==> config.mk <==
export PLATFORM = sky130hd
export DESIGN_NAME = p2s_arbiter_flat
export DESIGN_NICKNAME = d
export VERILOG_FILES = /design/src/rtl/p2s_arbiter_if.sv /design/src/rtl/p2s_arbiter.sv /design/src/flat_wrapper.sv
export SDC_FILE = /design/constraint.sdc
export NUM_CORES = 1
export LEC_CHECK = 0
export CORE_UTILIZATION = 38
export DETAILED_ROUTE_END_ITERATION = 10
export PLACE_DENSITY = 0.75
export SYNTH_ARGS = -nofsm -noshare
export SYNTH_HDL_FRONTEND = slang
export SYNTH_SLANG_ARGS = --single-unit
export TNS_END_PERCENT = 100
==> constraint.sdc <==
create_clock -name clk -period 1.7 [get_ports clk]
set_clock_uncertainty 0.15 [all_clocks]
set_input_delay 0.425 -clock clk [delete_from_list [all_inputs] [get_ports clk]]
set_output_delay 0.425 -clock clk [all_outputs]
set_load 0.005 [all_outputs]
==> src/rtl/p2s_arbiter_if.sv <==
// Bus between the two display requesters, the p2s_arbiter and the serial LED shifter.
interface p2s_arbiter_if #(
    parameter int BIT_WIDTH = 16
);
    logic                 req0;
    logic                 req1;
    logic [BIT_WIDTH-1:0] data0;
    logic [BIT_WIDTH-1:0] data1;
    logic                 ack0;
    logic                 ack1;
    logic                 p2s_start;
    logic [BIT_WIDTH-1:0] p2s_data;
    logic                 p2s_latch;
    logic                 busy;
    logic                 owner;

    modport master (
        output req0, req1, data0, data1,
        input  ack0, ack1, p2s_start, p2s_data, p2s_latch, busy, owner
    );

    modport slave (
        input  req0, req1, data0, data1,
        output ack0, ack1, p2s_start, p2s_data, p2s_latch, busy, owner
    );
endinterface

==> src/rtl/p2s_arbiter.sv <==
// Round-robin sharing of one P2S LED shifter between two requesters.
// Define P2S_ARB_REFRESH_EN to compile in periodic re-sending of the last word.
module p2s_arbiter #(
    parameter int BIT_WIDTH      = 16,
    parameter int REFRESH_CYCLES = 1000000
) (
    input logic          clk,
    input logic          rstn,
    p2s_arbiter_if.slave bus
);

    localparam logic [1:0] ST_IDLE  = 2'd0;
    localparam logic [1:0] ST_LOAD  = 2'd1;
    localparam logic [1:0] ST_SHIFT = 2'd2;
    localparam logic [1:0] ST_LATCH = 2'd3;

    localparam int               CNT_W    = $clog2(BIT_WIDTH + 1);
    localparam logic [CNT_W-1:0] CNT_LAST = CNT_W'(BIT_WIDTH);

    if (REFRESH_CYCLES < BIT_WIDTH + 4) begin : g_cfg_check
        $error("p2s_arbiter: REFRESH_CYCLES must be at least BIT_WIDTH+4");
    end

    logic [1:0]           state_q, state_d;
    logic [CNT_W-1:0]     cnt_q, cnt_d;
    logic [BIT_WIDTH-1:0] shadow_q, shadow_d;
    logic                 valid_q, valid_d;
    logic                 owner_q, owner_d;
    logic                 req_txn_q, req_txn_d;
    logic                 start_q, start_d;
    logic                 latch_q, latch_d;
    logic                 ack0_q, ack0_d;
    logic                 ack1_q, ack1_d;
    logic                 busy_q, busy_d;

    logic grant0;
    logic grant1;
    logic refresh_due;

    // A lone request wins; on a tie the requester that is not the owner wins.
    assign grant0 = bus.req0 & (~bus.req1 | owner_q);
    assign grant1 = bus.req1 & (~bus.req0 | ~owner_q);

`ifdef P2S_ARB_REFRESH_EN
    localparam int               TMR_W    = $clog2(REFRESH_CYCLES);
    localparam logic [TMR_W-1:0] TMR_LAST = TMR_W'(REFRESH_CYCLES - 1);

    logic [TMR_W-1:0] timer_q, timer_d;

    // Restarts on every LOAD, so a request that wins over a due refresh also restarts it.
    always_comb begin
        timer_d = timer_q;
        if (state_d == ST_LOAD) begin
            timer_d = '0;
        end else if (timer_q < TMR_LAST) begin
            timer_d = timer_q + 1'b1;
        end
    end

    assign refresh_due = (timer_q >= TMR_LAST) & valid_q;

    always_ff @(posedge clk or negedge rstn) begin
        if (!rstn) begin
            timer_q <= '0;
        end else begin
            timer_q <= timer_d;
        end
    end
`else
    assign refresh_due = 1'b0;
`endif

    always_comb begin
        state_d   = state_q;
        cnt_d     = cnt_q;
        shadow_d  = shadow_q;
        valid_d   = valid_q;
        owner_d   = owner_q;
        req_txn_d = req_txn_q;

        case (state_q)
            ST_IDLE: begin
                if (grant0 | grant1) begin
                    state_d   = ST_LOAD;
                    owner_d   = grant1;
                    shadow_d  = grant1 ? bus.data1 : bus.data0;
                    req_txn_d = 1'b1;
                end else if (refresh_due) begin
                    state_d   = ST_LOAD;
                    req_txn_d = 1'b0;
                end
            end
            ST_LOAD: begin
                cnt_d   = '0;
                state_d = ST_SHIFT;
            end
            ST_SHIFT: begin
                if (cnt_q == CNT_LAST) begin
                    state_d = ST_LATCH;
                end else begin
                    cnt_d = cnt_q + 1'b1;
                end
            end
            ST_LATCH: begin
                valid_d = 1'b1;
                state_d = ST_IDLE;
            end
            default: state_d = ST_IDLE;
        endcase

        // Strobes are decoded from the next state so they appear registered in that state.
        start_d = (state_d == ST_LOAD);
        latch_d = (state_d == ST_LATCH);
        busy_d  = (state_d != ST_IDLE);
        ack0_d  = latch_d & req_txn_q & ~owner_q;
        ack1_d  = latch_d & req_txn_q & owner_q;
    end

    always_ff @(posedge clk or negedge rstn) begin
        if (!rstn) begin
            state_q   <= ST_IDLE;
            cnt_q     <= '0;
            shadow_q  <= '0;
            valid_q   <= 1'b0;
            owner_q   <= 1'b1;
            req_txn_q <= 1'b0;
            start_q   <= 1'b0;
            latch_q   <= 1'b0;
            ack0_q    <= 1'b0;
            ack1_q    <= 1'b0;
            busy_q    <= 1'b0;
        end else begin
            state_q   <= state_d;
            cnt_q     <= cnt_d;
            shadow_q  <= shadow_d;
            valid_q   <= valid_d;
            owner_q   <= owner_d;
            req_txn_q <= req_txn_d;
            start_q   <= start_d;
            latch_q   <= latch_d;
            ack0_q    <= ack0_d;
            ack1_q    <= ack1_d;
            busy_q    <= busy_d;
        end
    end

    assign bus.ack0      = ack0_q;
    assign bus.ack1      = ack1_q;
    assign bus.p2s_start = start_q;
    assign bus.p2s_data  = shadow_q;
    assign bus.p2s_latch = latch_q;
    assign bus.busy      = busy_q;
    assign bus.owner     = owner_q;

endmodule

==> src/flat_wrapper.sv <==
// flat-port wrapper written by rule: the top's interface ports become plain ports
module p2s_arbiter_flat 
#(
    parameter int BIT_WIDTH      = 16,
    parameter int REFRESH_CYCLES = 1000000
)
  (clk, rstn, bus_req0, bus_req1, bus_data0, bus_data1, bus_ack0, bus_ack1, bus_p2s_start, bus_p2s_data, bus_p2s_latch, bus_busy, bus_owner);
  p2s_arbiter_if #(.BIT_WIDTH(BIT_WIDTH)) bus_i ();
  input logic clk;
  input logic rstn;
  input wire logic [$bits(bus_i.req0)-1:0] bus_req0;
  input wire logic [$bits(bus_i.req1)-1:0] bus_req1;
  input wire logic [$bits(bus_i.data0)-1:0] bus_data0;
  input wire logic [$bits(bus_i.data1)-1:0] bus_data1;
  output wire logic [$bits(bus_i.ack0)-1:0] bus_ack0;
  output wire logic [$bits(bus_i.ack1)-1:0] bus_ack1;
  output wire logic [$bits(bus_i.p2s_start)-1:0] bus_p2s_start;
  output wire logic [$bits(bus_i.p2s_data)-1:0] bus_p2s_data;
  output wire logic [$bits(bus_i.p2s_latch)-1:0] bus_p2s_latch;
  output wire logic [$bits(bus_i.busy)-1:0] bus_busy;
  output wire logic [$bits(bus_i.owner)-1:0] bus_owner;
  assign bus_i.req0 = bus_req0;
  assign bus_i.req1 = bus_req1;
  assign bus_i.data0 = bus_data0;
  assign bus_i.data1 = bus_data1;
  assign bus_ack0 = bus_i.ack0;
  assign bus_ack1 = bus_i.ack1;
  assign bus_p2s_start = bus_i.p2s_start;
  assign bus_p2s_data = bus_i.p2s_data;
  assign bus_p2s_latch = bus_i.p2s_latch;
  assign bus_busy = bus_i.busy;
  assign bus_owner = bus_i.owner;
  p2s_arbiter #(.BIT_WIDTH(BIT_WIDTH), .REFRESH_CYCLES(REFRESH_CYCLES)) u_core (.clk(clk), .rstn(rstn), .bus(bus_i));
endmodule
Word-level counts from Yosys, hierarchy flattened
Cells that the tools add are included.
W data, S select, Z words.
{ "totals": {"reg_bits": 30, "in_bits": 36, "output_inout_bits": 22, "word_cells": 40} }
{ "op_classes": {"addsub": 1, "eq_ne": 7, "muxes": 6, "bitwise": 11, "reduce_logical": 5} }
{ "op_table": {"columns": ["cell", "count"], "rows": [
  ["$mux W16", 1],
  ["$pmux W5 S2", 1],
  ["$pmux W2 S4", 1],
  ["$eq A2 B2 Y1 const B", 3],
  ["$add A5 B1 Y5 const B", 1],
  ["$and A1 B1 Y1", 5],
  ["$eq A5 B5 Y1 const B", 1],
  ["$mux W5", 1],
  ["$eq A2 B1 Y1 const B", 2],
  ["$mux W2", 2],
  ["$reduce_and A2 Y1", 2],
  ["$reduce_bool A2 Y1", 2],
  ["$not A1 Y1", 3],
  ["$or A1 B1 Y1", 3],
  ["$logic_not A2 Y1", 1],
  ["$ne A2 B2 Y1 const B", 1]
]} }

Longest topological paths before layout
{ "logic_depth": {"ltp_word": 9, "ltp_mapped": 6} }

Worst setup path after synthesis
No wires, ideal clock.
{ "synth_timing": {"kind": "flip-flop to flip-flop", "startpoint": "register u_core.state_q[0]", "endpoint": "register u_core.ack0_q (netlist: u_core.bus.ack0)", "setup_ns": 0.068, "arrival_ns": 1.410, "path_slack_ns": 0.072, "path_stages_with_launch": 7, "synth_period_minus_slack_ns": 1.628, "cell_sequence": "dfrtp_1 > inv_1 > ha_1 > clkbuf_1 > nor2_1 > a221oi_2 > and4b_1"} }
{ "synth_via": {"elab_chain_len": 5, "elab_cells_between_ends": 10} }
{ "synth_lines": {"columns": ["item", "line_no", "text"], "rows": [
  ["from (decl)", "p2s_arbiter.sv:24", "logic [1:0] state_q, state_d;"],
  ["from (signal assigned)", "p2s_arbiter.sv:133", "state_q <= state_d;"],
  ["$eq A2 B2 Y1 (tied with other cells)", "p2s_arbiter.sv:81", "case (state_q)"],
  ["$pmux W2 S4 *", "p2s_arbiter.sv:81", null],
  ["named net u_core.state_d[0]", "p2s_arbiter.sv:24", null],
  ["$eq A2 B2 Y1 *", "p2s_arbiter.sv:113", "latch_d = (state_d == ST_LATCH);"],
  ["$and A1 B1 Y1 * (2 in series)", "p2s_arbiter.sv:115", "ack0_d = latch_d & req_txn_q & ~owner_q;"],
  ["named net u_core.ack0_d", "p2s_arbiter.sv:32", "logic ack0_q, ack0_d;"],
  ["to (signal assigned)", "p2s_arbiter.sv:141", "ack0_q <= ack0_d;"],
  ["to (decl)", "p2s_arbiter.sv:32", null]
]} }
Mark *: on every way through the listed nets, which the timed path passes. The rest lies on a longest branch.
A chain may end at the register's enable or synchronous reset.

Worst setup path after layout
{ "layout_timing": {"startpoint": "register u_core.cnt_q[1]", "endpoint": "register u_core.ack0_q (netlist: u_core.bus.ack0)"} }
{ "layout_via": {"elab_chain_len": 6} }
{ "layout_lines": {"columns": ["item", "line_no", "text"], "rows": [
  ["from (decl)", "p2s_arbiter.sv:25", "logic [CNT_W-1:0] cnt_q, cnt_d;"],
  ["from (signal assigned)", "p2s_arbiter.sv:134", "cnt_q <= cnt_d;"],
  ["$eq A5 B5 Y1", "p2s_arbiter.sv:98", "if (cnt_q == CNT_LAST) begin"],
  ["$mux W2", "p2s_arbiter.sv:98", null],
  ["$pmux W2 S4", "p2s_arbiter.sv:81", null],
  ["named net u_core.state_d[0]", "p2s_arbiter.sv:24", null],
  ["$eq A2 B2 Y1", "p2s_arbiter.sv:113", null],
  ["$and A1 B1 Y1 (2 in series)", "p2s_arbiter.sv:115", null],
  ["named net u_core.ack0_d", "p2s_arbiter.sv:32", null]
]} }
The timed path passes the listed nets, and every way through them passes these cells.

==> impl_results.md <==
- Slowest stage delay, CP: 0.38 ns
- Core area: 3440 sq um
- Post-synth top area share: 0.517
- First-pass GRT wire length: 6250 um
- Synth unique cells: 27
- Leakage: 1.04 nW
- Non-Filler Instances: 263
- Reg power frac: 0.337
- Actual slew at the worst max-slew pin: 0.281 ns
- IO Pins: 58
- Clk_lat worst skew: 0.28 ns
- Async SR Flop Fraction: 1.00
- Total power: 0.00359 W
- Proportion of layout cells with a drive suffix above 1: 0.129
- Commonest non-fill, non-tap cell in the layout: nand2_1
- Average footprint of a synthesized cell: 9.55 sq um
- Clock buffer depth: 2
- Synth Cell Area: 1400 sq um
- Initial antenna violation count: 0
- Slew headroom: 0.812
- Ys Warns: 0
- Placed cells: 253
- Switch share: 0.364
- Std-Cell Rows: 21
- Max-slew violation count: 0
- Sequential cell area fraction in the yosys report: 0.536
- Area Growth Syn to Fin: 59.7%
- Routed met1 length: 1510 um
- Initial core utilization: 0.408
- Hold WS: 0.346 ns
- Outcome: completed
- # diodes: 0
- Uppermost layer routed: met4
- CP max-delay cell: dfrtp_1
- Critical Path Start Type: register
- Area of the multi-input gates: 624 sq um
- Top fanout value on the critical path: 6
- Clock sinks: 30
- Hold Buf Count CTS: 0
- Critical path cell sequence: inv_1 > ha_2 > nand4bb_4 > a221oi_4 > and4b_1
- Vias per cell: 4.97
- Max Cap Viol: 0
- Overall Global Routing Usage: 0.212
- Initial DRC count: 39
- Register area: 752 sq um
- Power Internal: 0.00228 W
- Critical path class: register to register
- Final Cycle Share: 0.962
- GRT overflow: 0
- Clk pwr share: 0.168
- Hold Path Class: primary input to async pin
- Num CTS Buffers: 5
- Period minus WS final: 1.64 ns
- CTS tree: yes
- Die X: 62.8 um
- Pwr dens: 1600 nW/um^2
- Post-Syn Nets: 189
- Die Ht: 62.8 um
- IO Port Bufs: 57
- DRC violation count after routing: 0
- Fin. Hold Viols: 0
- Synthesized flop and latch total: 30
- Fmax: 0.611 GHz
- Met3 Routed Length: 261 um
- Final net count: 258
- Final GP Congestion: 0.817
- Number of synthesized flops with an enable pin: 0
- Met2 Wirelength: 1840 um
- Endpoints failing setup: 0
- Routed WL per cell: 14.1 um
- Largest net degree at the start of global routing: 33
- Critical Path End Type: register
- Worst EP arrival: 1.71 ns
- Top FF cell, synth: dfrtp_1
- Htree depth: 2
- Antenna Nets Post-Route: 0
- Logic gate share of total power: 0.495
- Cell taking the most area after synthesis: dfrtp_1
- Detailed Place HPWL: 2670 um
- Number of global-route vias before repair: 1,378
- Full die area: 3940 sq um
- Switching pwr: 0.00131 W
- Required time worst endpoint: 1.77 ns
- Commonest cells after routing, fill and taps aside: 36 x nand2_1, 35 x clkdlybuf4s50_1, 29 x dfrtp_1, 19 x nor2_1, 18 x dlygate4sd2_1
- DRT Pass-1 Iters: 4
- Mapped Cells: 147
- DR vias: 1,308
- Drt total wl: 3700 um
- Clk root buf: clkbuf_8
- Synth top area cells: dfrtp_1 52%, nand2_1 9.6%, a31oi_1 7.6%
- RSZ-0062 raised after global routing: true
- CTS clk-pin slew, worst paths: 0.07 ns
- Filler cells: 290
- Max VDD drop: 639 uV
## registers in the layout, summed over array words and instances, names as in the netlist
signal                count
u_core.bus.owner          1
u_core.bus.p2s_start      1
u_core.state_q            2
u_core.bus.busy           1
u_core.bus.p2s_data      16
u_core.bus.p2s_latch      1
u_core.req_txn_q          1
u_core.bus.ack0           1
u_core.bus.ack1           1
u_core.cnt_q              5
## cell type report
class                      instances  area share
clock inverter                     2     0.00558
clock buffer                       6      0.0368
sequential                        30       0.335
tap                               46      0.0257
multi-input combinational        105       0.278
inverter                           6      0.0100
timing repair buffer              68       0.308
## through the flow
step	setup slack [ns]	cell area, sq um	setup TNS, ns	util
2_1_floorplan	0.0717	1400	0	-
3_3_place_gp	-0.135	2120	-2.03	0.617
3_5_place_dp	-0.225	2120	-3.04	0.617
4_1_cts	0.00519	2210	0	0.642
5_1_grt	-0.0200	2240	-0.0447	0.651
6_report	0.0646	2240	0	0.651
## what timing repair did
action / 4_1_cts / 5_1_grt
endpoints found under the setup margin: 18 / 9
pin swaps: 0 / 3
gates resized for setup: 18 / 8
buffers inserted: 2 / 0
## metal layers
metal	track usage	vias to the layer above
met2	0.360	50
li1	-	631
met4	0.105	0
met3	0.0766	9
met5	0	-
met1	0.232	618
## worst max-delay path, delay by kind of cell, from the launching register on
family / cells / cell delay [ns]
flip-flops: 1 / 0.38
adder cells (fa/ha/maj): 1 / 0.20
AO/OA/AOI/OAI: 1 / 0.38
AND/OR/NAND/NOR: 2 / 0.40
buffers and inverters: 1 / 0.07
## cells by family (layout without fill, tap and decap cells)
group,after synthesis,in the layout,synth area share
AO/OA/AOI/OAI,27,27,0.129
adder cells (fa/ha/maj),6,6,0.0535
buffers and inverters,12,82,0.0348
flip-flops,30,30,0.536
multiplexers,3,3,0.0214
AND/OR/NAND/NOR,69,69,0.225
## Yosys cell counts (all sizes together), types with 2 or more instances
cell type   n
a21oi       3
a31oi      17
buf         3
clkbuf      3
dfrtp      29
ha          6
inv         6
mux2i       3
nand2      36
nand3       3
nor2       19
nor2b       2
o21ai       2
or2         2
## final timing paths
| check | startpoint | to | slack [ns] | cells after the start |
|---|---|---|---|---|
| setup / recovery | u_core.cnt_q[1]$_DFFE_PN0P_ | u_core.bus.ack0$_DFF_PN0_ | 0.06 | 5 |
| hold / removal | rstn | u_core.cnt_q[3]$_DFFE_PN0P_ | 0.35 | 2 |
| setup reg to reg | u_core.cnt_q[1]$_DFFE_PN0P_ | u_core.bus.ack0$_DFF_PN0_ | 0.06 | 5 |
| hold reg to reg | u_core.req_txn_q$_DFFE_PN0P_ | u_core.req_txn_q$_DFFE_PN0P_ | 0.35 | 1 |
| max in group asynchronous | rstn | u_core.bus.owner$_DFFE_PN1P_ | 0.82 | 2 |
| min in group clk | u_core.req_txn_q$_DFFE_PN0P_ | u_core.req_txn_q$_DFFE_PN0P_ | 0.35 | 1 |
## power by group through the flow
stage | sequential, W | combinational, W | clock, W
after floorplan | 0.00126 | 0.000820 | 0
after global placement | 0.00121 | 0.00174 | 0
after detailed placement | 0.00123 | 0.00183 | 0
after CTS | 0.00121 | 0.00174 | 0.000616
after global routing | 0.00125 | 0.00196 | 0.000644
final | 0.00121 | 0.00178 | 0.000603
No activity file was read; power rests on OpenSTA's default activity.
